$ cat src/rtl/if_id_pipe_reg.sv
// IF/ID pipeline register: captures fetch PC/instruction, inserts redirect and fusion bubbles, holds on stall.
// Optional performance counters are built only when PERF_CNT_EN is defined.
module if_id_pipe_reg #(
  parameter int              XLEN        = 32,
  parameter int              FLUSH_DEPTH = 2,
  parameter logic [XLEN-1:0] NOP_INSTR   = XLEN'(32'h00000013),
  parameter logic [XLEN-1:0] KILL_INSTR  = XLEN'(32'h00000000)
) (
  input  logic            clk,
  input  logic            rst,
  input  logic [XLEN-1:0] pc_in,
  input  logic [XLEN-1:0] instr_in,
  input  logic            jump,
  input  logic            branch_taken,
  input  logic            jalr,
  input  logic            stall,
  input  logic            fuse_flush,
  output logic [XLEN-1:0] pc_out,
  output logic [XLEN-1:0] instr_out,
  output logic            valid_out,
  output logic            flushing,
  output logic [31:0]     flush_cnt,
  output logic [31:0]     stall_cnt
);

  localparam int CNT_W = (FLUSH_DEPTH > 0) ? $clog2(FLUSH_DEPTH + 1) : 1;

  typedef enum logic {IDLE, FLUSH} state_t;

  state_t                state_q, state_d;
  logic [CNT_W-1:0]      cnt_q, cnt_d;
  logic [XLEN-1:0]       pc_q, pc_d;
  logic [XLEN-1:0]       instr_q, instr_d;
  logic                  valid_q, valid_d;
  logic                  redirect;

  assign redirect = jump | branch_taken | jalr;

  always_ff @(posedge clk or negedge rst) begin
    if (!rst) begin
      state_q <= IDLE;
      cnt_q   <= '0;
      pc_q    <= '0;
      instr_q <= KILL_INSTR;
      valid_q <= 1'b0;
    end else begin
      state_q <= state_d;
      cnt_q   <= cnt_d;
      pc_q    <= pc_d;
      instr_q <= instr_d;
      valid_q <= valid_d;
    end
  end

  always_comb begin
    state_d = state_q;
    cnt_d   = cnt_q;
    pc_d    = pc_q;
    instr_d = instr_q;
    valid_d = valid_q;
    if (redirect) begin
      pc_d    = '0;
      instr_d = KILL_INSTR;
      valid_d = 1'b0;
      // A redirect during FLUSH reloads the count, extending the bubble window.
      if (FLUSH_DEPTH > 0) begin
        state_d = FLUSH;
        cnt_d   = CNT_W'(FLUSH_DEPTH);
      end
    end else if (state_q == FLUSH) begin
      pc_d    = '0;
      instr_d = KILL_INSTR;
      valid_d = 1'b0;
      cnt_d   = cnt_q - CNT_W'(1);
      if (cnt_q == CNT_W'(1)) state_d = IDLE;
    end else if (fuse_flush) begin
      pc_d    = '0;
      instr_d = NOP_INSTR;
      valid_d = 1'b0;
    end else if (!stall) begin
      pc_d    = pc_in;
      instr_d = instr_in;
      valid_d = 1'b1;
    end
  end

  assign pc_out    = pc_q;
  assign instr_out = instr_q;
  assign valid_out = valid_q;
  assign flushing  = (state_q == FLUSH);

`ifdef PERF_CNT_EN
  logic [31:0] flush_cnt_q;
  logic [31:0] stall_cnt_q;
  logic        stall_hold;

  // Only a genuine hold counts; stalls masked by redirect, FLUSH or fusion do not.
  assign stall_hold = stall & ~redirect & ~fuse_flush & (state_q == IDLE);

  always_ff @(posedge clk or negedge rst) begin
    if (!rst) begin
      flush_cnt_q <= '0;
      stall_cnt_q <= '0;
    end else begin
      if (redirect && (flush_cnt_q != 32'hFFFFFFFF))
        flush_cnt_q <= flush_cnt_q + 32'd1;
      if (stall_hold && (stall_cnt_q != 32'hFFFFFFFF))
        stall_cnt_q <= stall_cnt_q + 32'd1;
    end
  end

  assign flush_cnt = flush_cnt_q;
  assign stall_cnt = stall_cnt_q;
`else
  assign flush_cnt = 32'd0;
  assign stall_cnt = 32'd0;
`endif

endmodule
$ cat config.mk
export PLATFORM = sky130hd
export DESIGN_NAME = if_id_pipe_reg
export DESIGN_NICKNAME = d
export VERILOG_FILES = /design/src/rtl/if_id_pipe_reg.sv
export SDC_FILE = /design/constraint.sdc
export NUM_CORES = 1
export LEC_CHECK = 0
export ABC_AREA = 1
export ABC_CLOCK_PERIOD_IN_PS = 1120
export CAP_MARGIN = 25
export CORE_UTILIZATION = 38
export DETAILED_ROUTE_END_ITERATION = 12
export PLACE_DENSITY = 0.82
export SYNTH_ARGS = -nofsm -noshare
export SYNTH_HDL_FRONTEND = slang
export SYNTH_SLANG_ARGS = --single-unit
export TNS_END_PERCENT = 30
$ cat constraint.sdc
create_clock -name clk -period 1.12 [get_ports clk]
set_input_delay 0.112 -clock clk [delete_from_list [all_inputs] [get_ports clk]]
set_output_delay 0.112 -clock clk [all_outputs]
set_load 0.005 [all_outputs]
Word level (Yosys, flattened, before mapping) --
Index checks and enable logic that the tools add are counted. Widths: inputs -> output; s select.
Word-level totals: input bits 71, register bits 68, output and inout bits 130, logic and storage cells 28
Operators by class: equal/unequal tests 2, add/sub/neg operators 1, bitwise logic cells 2, reduce and logical (&&, ||, !) cells 1, mux-type cells 17
Operators with widths (number):
- $mux 32 | 8
- $mux 1 | 7
- $mux 2 | 2
- $ne 4x1->1 const B | 1
- $eq 2x1->1 const B | 1
- $or 1x1->1 | 2
- $reduce_bool 2->1 | 1
- $sub 2x1->2 const B | 1

Longest topological paths before layout --
Gate-level depths: netlist (run 1).
depth after elaboration 4, gate-level depth with buffers 7, gate-level depth less buffers 6

Least setup slack after synthesis (run 1) --
Ideal clock, no wire load.
path type register -> register, start point register state_q (netlist: flushing), end point register cnt_q[0], required time 1043 ps, setup time 77 ps, slack 73 ps, stages on the path, launching flop included 4, data arrival time 970 ps, buffers on the path 0, period minus slack after synthesis 1047 ps, cell sequence dfrtp_1 > clkinv_1 > or2_2 > a21oi_1
Between the ends: cells in the longest elaborated chain, start to end 1
RTL lines:
- start: declaration | RTL line 30 | state_t state_q, state_d;
- start signal: assignment | RTL line 47 | state_q <= state_d;
- $reduce_bool 2->1 (no source line)
- end signal: assignment | RTL line 48 | cnt_q <= cnt_d;
- end: declaration | RTL line 31 | logic [CNT_W-1:0] cnt_q, cnt_d;
No other way between the ends. A chain may end at the register's enable or synchronous reset.

Worst setup path after layout (run 1) --
start point register state_q (netlist: flushing), end point register instr_q[4] (netlist: instr_out[4])
Between the ends: cells in the longest elaborated chain, start to end 2, elaborated cells on any way between the ends 3, those cells by class eq/ne (1); mux (2)
RTL lines:
- $mux 32 | RTL line 70 | end else if (state_q == FLUSH) begin
- $mux 32 | RTL line 61 | if (redirect) begin
- end signal: assignment | RTL line 50 | instr_q <= instr_d;
- end: declaration | RTL line 33 | logic [XLEN-1:0] instr_q, instr_d;
Parallel ways exist; a longest one is shown, timed or not.

==> impl_metrics.csv, run 1 <==
group,metric,value,unit
placement,placed_cell_area,4580,sq um
pwr,p_total,4.69,mW
sta,fin_crit_sh,0.996,
die,coreArea,8340,sq um
sta,maxSlewViolCount,0,
final_layout,drive_above_1_share,0.116,
run_status,outcome,"complete, no violations",
synth,netlist_area,3310,sq um
detailed_routing,num_vias,2425,
sta,fin_tns_setup,0,ns
worst_setup_path,max_stage_delay,0.40,ns
die,ios,201,
clock_network,clock_latency,0.33,ns
sta,final-hold-violation-count,0,
sta,setup_violations,0,
synth,syn_avg_cell_area,10.8,sq um
synth,ys_seq_area_frac,0.514,
final_layout,final_area,4840,sq um
synth,yosysWarnings,0,
clock_network,htreeDepth,3,
worst_setup_path,critPathKind,"flop to flop",
worst_setup_path,cp.required,1.34,ns
synth,netlist_instances,306,
clock_network,cts_sinks,68,
pwr,p_per_area,969,nW/um^2
detailed_routing,firstDrtPassIters,4,
clock_network,path_clk_slew,0.07,ns
pwr,p_leak,2.47,nW
detailed_routing,drt-total-wl,7120,um
grt,grt-ovfl-total,0,
clock_network,cts_tree,"yes",
worst_setup_path,endpoint_kind,"flop",
grt,grt_max_degree,69,
grt,first_global_vias,2273,
sta,rsz0062_at_grt,"true",
die,die_h,95.4,um
die,start_util,0.397,
placement,numPortBuffers,136,
grt,grt.total_usage,0.155,
detailed_routing,wl_per_cell,12.6,um
synth,synth.ff_latch_count,68,
clock_network,cts_root_buffer,"clkbuf_8",
final_layout,nets,526,
die,die_w,95.4,um
final_layout,layout_common_cells,"dfrtp_1 (68), clkdlybuf4s50_1 (68), conb_1 (64)",
final_layout,diodes,0,
final_layout,syn_to_final_growth,46.0,%
detailed_routing,viasPerCell,4.31,
grt,antenna_found_initial,0,
job,maxCapViolCount,0,
synth,yosysTopAreaCellShare,0.514,
pwr,peakVddDrop,0.590,mV
worst_setup_path,crit_chain,"buf_6 -> inv_6 -> buf_6 -> nand4_1 -> nand2_1 -> nand2_1",
grt,grt_pass1_wl,10800,um
worst_setup_path,critPathArrivalTime,1.34,ns
synth,synth_area_leaders,"dfrtp_1 (51%), mux2i_1 (18%), buf_4 (15%)",
worst_setup_path,crit_family,"flip-flops",
worst_setup_path,cp-start-kind,"flop",
sta,finalWorstPathRequiredPeriod,1.12,ns
synth,synthDistinctLibCells,20,
detailed_routing,drtAntennaViolNets,0,
sta,fmax,897,MHz
detailed_routing,drt-initial-drc-count,39,
placement,gp_congestion,0.816,
die,die_area,9100,sq um
synth,yosys.area.top_type,"dfrtp_1",
worst_setup_path,cp_num_buf_inv,3,
worst_setup_path,crit_slowest_cell,"dfrtp_1",
clock_network,numCtsBuffers,9,
sta,skew,0.00889,ns
min_path,hold_path.class,"primary input to flop",
placement,hpwl,5210,um
die,rows,33,
detailed_routing,drc,0,
final_layout,final_core_util,0.580,
clock_network,cts_buffer_depth,2,
worst_setup_path,worstPathMaxFanout,6,
==> power by group <==
group          leakage (nW)  total (mW)  switching (mW)  internal, mW
combinational          1.45       0.575           0.247         0.328
clock                0.0779        1.65           0.874         0.779
sequential            0.940        2.46         0.00205          2.46
total                  2.47        4.69            1.12          3.56
==> cell usage after synthesis <==
library cell,instances
dfrtp_1,68
nor2_1,68
buf_4,64
mux2i_1,61
nand2_1,10
buf_2,7
buf_6,6
inv_1,5
o21ai_0,5
a21oi_1,2
clkinv_1,1
conb_1,1
ha_1,1
inv_2,1
nand2_2,1
nand3_1,1
nand3_4,1
nand4_1,1
nor2_2,1
or2_2,1
==> cells by family after synthesis <==
group | after synthesis | share of synthesized area
mux | 61 | 0.184
buf+inv | 84 | 0.184
flops | 68 | 0.514
other cells | 1 | 0.00113
compound gates | 7 | 0.0106
simple gates | 84 | 0.103
fa+ha+maj | 1 | 0.00378
==> path summary, 6_finish.rpt <==
kind / startpoint / endpoint / slack (ns) / cells after the start
max in group asynchronous: rst / pc_out[23]$_DFFE_PN0P_ / 0.50 / 3
min reg2reg: instr_out[0]$_DFFE_PN0P_ / instr_out[0]$_DFFE_PN0P_ / 0.48 / 2
min in group asynchronous: rst / instr_out[13]$_DFFE_PN0P_ / 0.34 / 3
max: flushing$_DFF_PN0_ / instr_out[4]$_DFFE_PN0P_ / 0.005 / 6
max reg2reg: flushing$_DFF_PN0_ / instr_out[4]$_DFFE_PN0P_ / 0.005 / 6
min: stall / instr_out[27]$_DFFE_PN0P_ / 0.12 / 3
==> metal layers <==
| metal | up-vias | track usage | routed length, um |
|---|---|---|---|
| met4 | 0 | 0.0697 | 119 |
| met5 | - | 0 | 0 |
| li1 | 1149 | - | - |
| met3 | 11 | 0.0327 | 469 |
| met2 | 116 | 0.274 | 3820 |
| met1 | 1149 | 0.181 | 2710 |
==> final cells by class <==
| class | instances | area [sq um] |
|---|---|---|
| clock buffer | 10 | 128 |
| clock inverter | 5 | 30.0 |
| fill | 714 | 3500 |
| inverter | 7 | 31.3 |
| multi-input combinational | 217 | 1300 |
| sequential | 68 | 1700 |
| tap | 105 | 131 |
| timing repair buffer | 151 | 1520 |
==> worst register-to-register path: cells and delay by family, from the launching register on <==
family	cells	cell delay, ns
DFF	1	0.40
and+or+nand+nor	3	0.30
buffers and inverters	3	0.31
==> state kept, by name, summed over array words and instances (netlist names) <==
signal,flops
pc_out,32
instr_out,32
valid_out,1
cnt_q,2
flushing,1
==> through the flow <==
stage / setup slack, ns / hold WS [ns] / instances
after floorplan: 0.0729 / -0.184 / 369
after global placement: -0.161 / 0.152 / 542
after detailed placement: -0.230 / 0.160 / 542
after CTS: -0.0155 / 0.101 / 560
after global routing: -0.0452 / 0.107 / 563
final: 0.00496 / 0.118 / 563
==> repair_timing <==
| action | in CTS | in global routing |
|---|---|---|
| endpoints found under the setup margin | 69 | 88 |
| hold buffers | 1 | 0 |
| pin swaps | 0 | 2 |
| gates resized for setup | 87 | 51 |
| buffers inserted | 2 | 3 |
| gates cloned | 0 | 0 |
| endpoints found under the hold margin | 68 | 0 |
Power figures use the tool's default switching activity.
==> run 2: changes to the inputs <==
Settings changed: CORE_ASPECT_RATIO set to 1.1, CTS_BUF_LIST set to sky130_fd_sc_hd__clkbuf_4 sky130_fd_sc_hd__clkbuf_8 sky130_fd_sc_hd__clkbuf_16.
==> run 2 against run 1 <==
Routed wire length decreased by 0.73%. Hold slack better by 0.10 ns. Maximum frequency rose by 1.6%. Critical path depth down 1. Non-clock buffer count up 8. Register-to-register slack gained 0.02 ns. Largest power group unchanged. Critical path type unchanged. Clock-buffer cell count rose by 3. Global-route usage up 0.41 points. Design area up 1.8%.
==> impl_metrics.csv, run 2 (synthesis gave the netlist of run 1 again) <==
group,metric,value,unit
pwr,p_leak,2.52,nW
die,rows,35,
placement,dp.cells,552,
grt,grt_max_degree,69,
sta,setup_violations,0,
pwr,swShare,0.214,
pwr,combPwrFrac,0.116,
final_layout,nets,534,
detailed_routing,viasPerCell,4.23,
sta,fin_tns_setup,0,ns
clock_network,htreeDepth,3,
detailed_routing,wl_per_cell,12.2,um
die,die_w,91.0,um
final_layout,drive_above_1_share,0.114,
job,maxCapViolCount,0,
detailed_routing,drc,0,
final_layout,layout_common_cells,"dfrtp_1 (68), clkdlybuf4s50_1 (68), conb_1 (64)",
clock_network,numCtsBuffers,9,
sta,finalWorstPathRequiredPeriod,1.10,ns
grt,grt.total_usage,0.160,
sta,final-hold-violation-count,0,
placement,gp_congestion,0.712,
sta,worst_slack,0.0223,ns
worst_setup_path,cp-start-kind,"flop",
grt,grt_pass1_wl,11300,um
pwr,p_sw,1.07,mW
detailed_routing,num_vias,2442,
die,start_util,0.394,
grt,first_global_vias,2387,
grt,antenna_found_initial,0,
die,die_area,9100,sq um
clock_network,cts_buffer_depth,2,
clock_network,cts_tree,"yes",
pwr,clock_power_share,0.393,
placement,hpwl,5120,um
detailed_routing,drtAntennaViolNets,0,
final_layout,fin_cells,577,
pwr,peakVddDrop,0.520,mV
detailed_routing,firstDrtPassIters,4,
final_layout,diodes,0,
sta,holdWs,0.220,ns
pwr,p_per_area,1020,nW/um^2
placement,numPortBuffers,136,
worst_setup_path,critPathKind,"flop to flop",
die,ios,201,
worst_setup_path,cp.required,1.37,ns
detailed_routing,drt-initial-drc-count,51,
sta,fmax,911,MHz
sta,skew,0.00522,ns
die,die_h,99.9,um
sta,maxSlewViolCount,0,
pwr,internal_power,3.94,mW
min_path,hold_path.class,"primary input to flop",
pwr,seq_power_share,0.491,
sta,fin_crit_sh,0.980,
placement,dpl_worst_slack,-0.196,ns
clock_network,clock_latency,0.32,ns
worst_setup_path,worstPathMaxFanout,36,
worst_setup_path,critPathArrivalTime,1.35,ns
detailed_routing,drt-total-wl,7070,um
die,coreArea,8410,sq um
worst_setup_path,endpoint_kind,"flop",
clock_network,cts_sinks,68,
run_status,outcome,"complete, no violations",
sta,rsz0062_at_grt,"true",
grt,grt-ovfl-total,0,
clock_network,cts_root_buffer,"clkbuf_8",
final_layout,syn_to_final_growth,48.7,%
clock_network,path_clk_slew,0.06,ns
run 2: changes by cell type in the layout (fill, tap and decap cells not counted), sizes merged:
cell,before,now
clkdlybuf4s15,47,53
clkbuf,10,13
buf,16,24
clkinvlp,2,0
clkinv,3,1
dlygate4sd2,19,13
bufinv,0,1
run 2: critical path: stages (launching register included):
cell and delay (ns):
dfrtp_1 0.40, buf_6 0.14, inv_8 0.06, nand3_4 0.09
buf_12 0.18, nor2_1 0.14
run 2: metrics by stage:
| step | utilization | power [mW] | cell area, sq um |
|---|---|---|---|
| 3_3_place_gp | 0.549 | 3.07 | 4620 |
| 6_report | 0.586 | 5.01 | 4930 |
| 2_1_floorplan | - | 2.89 | 3550 |
| 5_1_grt | 0.586 | 5.27 | 4930 |
| 3_5_place_dp | 0.549 | 3.08 | 4620 |
| 4_1_cts | 0.572 | 5.09 | 4810 |
run 2: metal layers:
layer / global-route usage / wire length (um)
met5: 0 / 0
met3: 0.0432 / 506
met4: 0.0623 / 106
met2: 0.269 / 3550
met1: 0.196 / 2900
run 2: final cells by class:
type                            count  area, sq um
Fill cell                         696         3480
Sequential cell                    68         1700
Timing Repair Buffer              159         1580
Multi-Input combinational cell    217         1270
Clock buffer                       13          160
Tap cell                          111          139
Clock inverter                      2         35.0
Inverter                            7         33.8
run 2: repair_timing:
action,in CTS,in global routing
endpoints found under the setup margin,74,63
endpoints found under the hold margin,68,0
hold buffers,1,0
pin swaps,0,5
resized for setup,84,50
buffers inserted,5,4
gates cloned,0,0
run 2: worst paths after layout:
| check | slack, ns | from | cells past startpoint | endpoint |
|---|---|---|---|---|
| max | 0.02 | flushing$_DFF_PN0_ | 5 | pc_out[4]$_DFFE_PN0P_ |
| min | 0.22 | stall | 3 | instr_out[25]$_DFFE_PN0P_ |
| max reg2reg | 0.02 | flushing$_DFF_PN0_ | 5 | pc_out[4]$_DFFE_PN0P_ |
| min reg2reg | 0.48 | instr_out[0]$_DFFE_PN0P_ | 2 | instr_out[0]$_DFFE_PN0P_ |
| max in group asynchronous | 0.50 | rst | 3 | instr_out[15]$_DFFE_PN0P_ |
| min in group asynchronous | 0.30 | rst | 3 | instr_out[28]$_DFFE_PN0P_ |
run 2: power groups by stage:
stage / clock network, mW / registers (mW) / logic [mW]
after floorplan: 0 / 2.51 / 0.385
after global placement: 0 / 2.51 / 0.564
after detailed placement: 0 / 2.51 / 0.574
after CTS: 2.05 / 2.46 / 0.579
after global routing: 2.16 / 2.46 / 0.646
final: 1.97 / 2.46 / 0.582
==> run 3: changes to the inputs <==
Settings changed: HOLD_SLACK_MARGIN set to 0.03.
==> results of run 3 <==
Same layout as run 2: the final DEF is identical, and so are final timing and power.
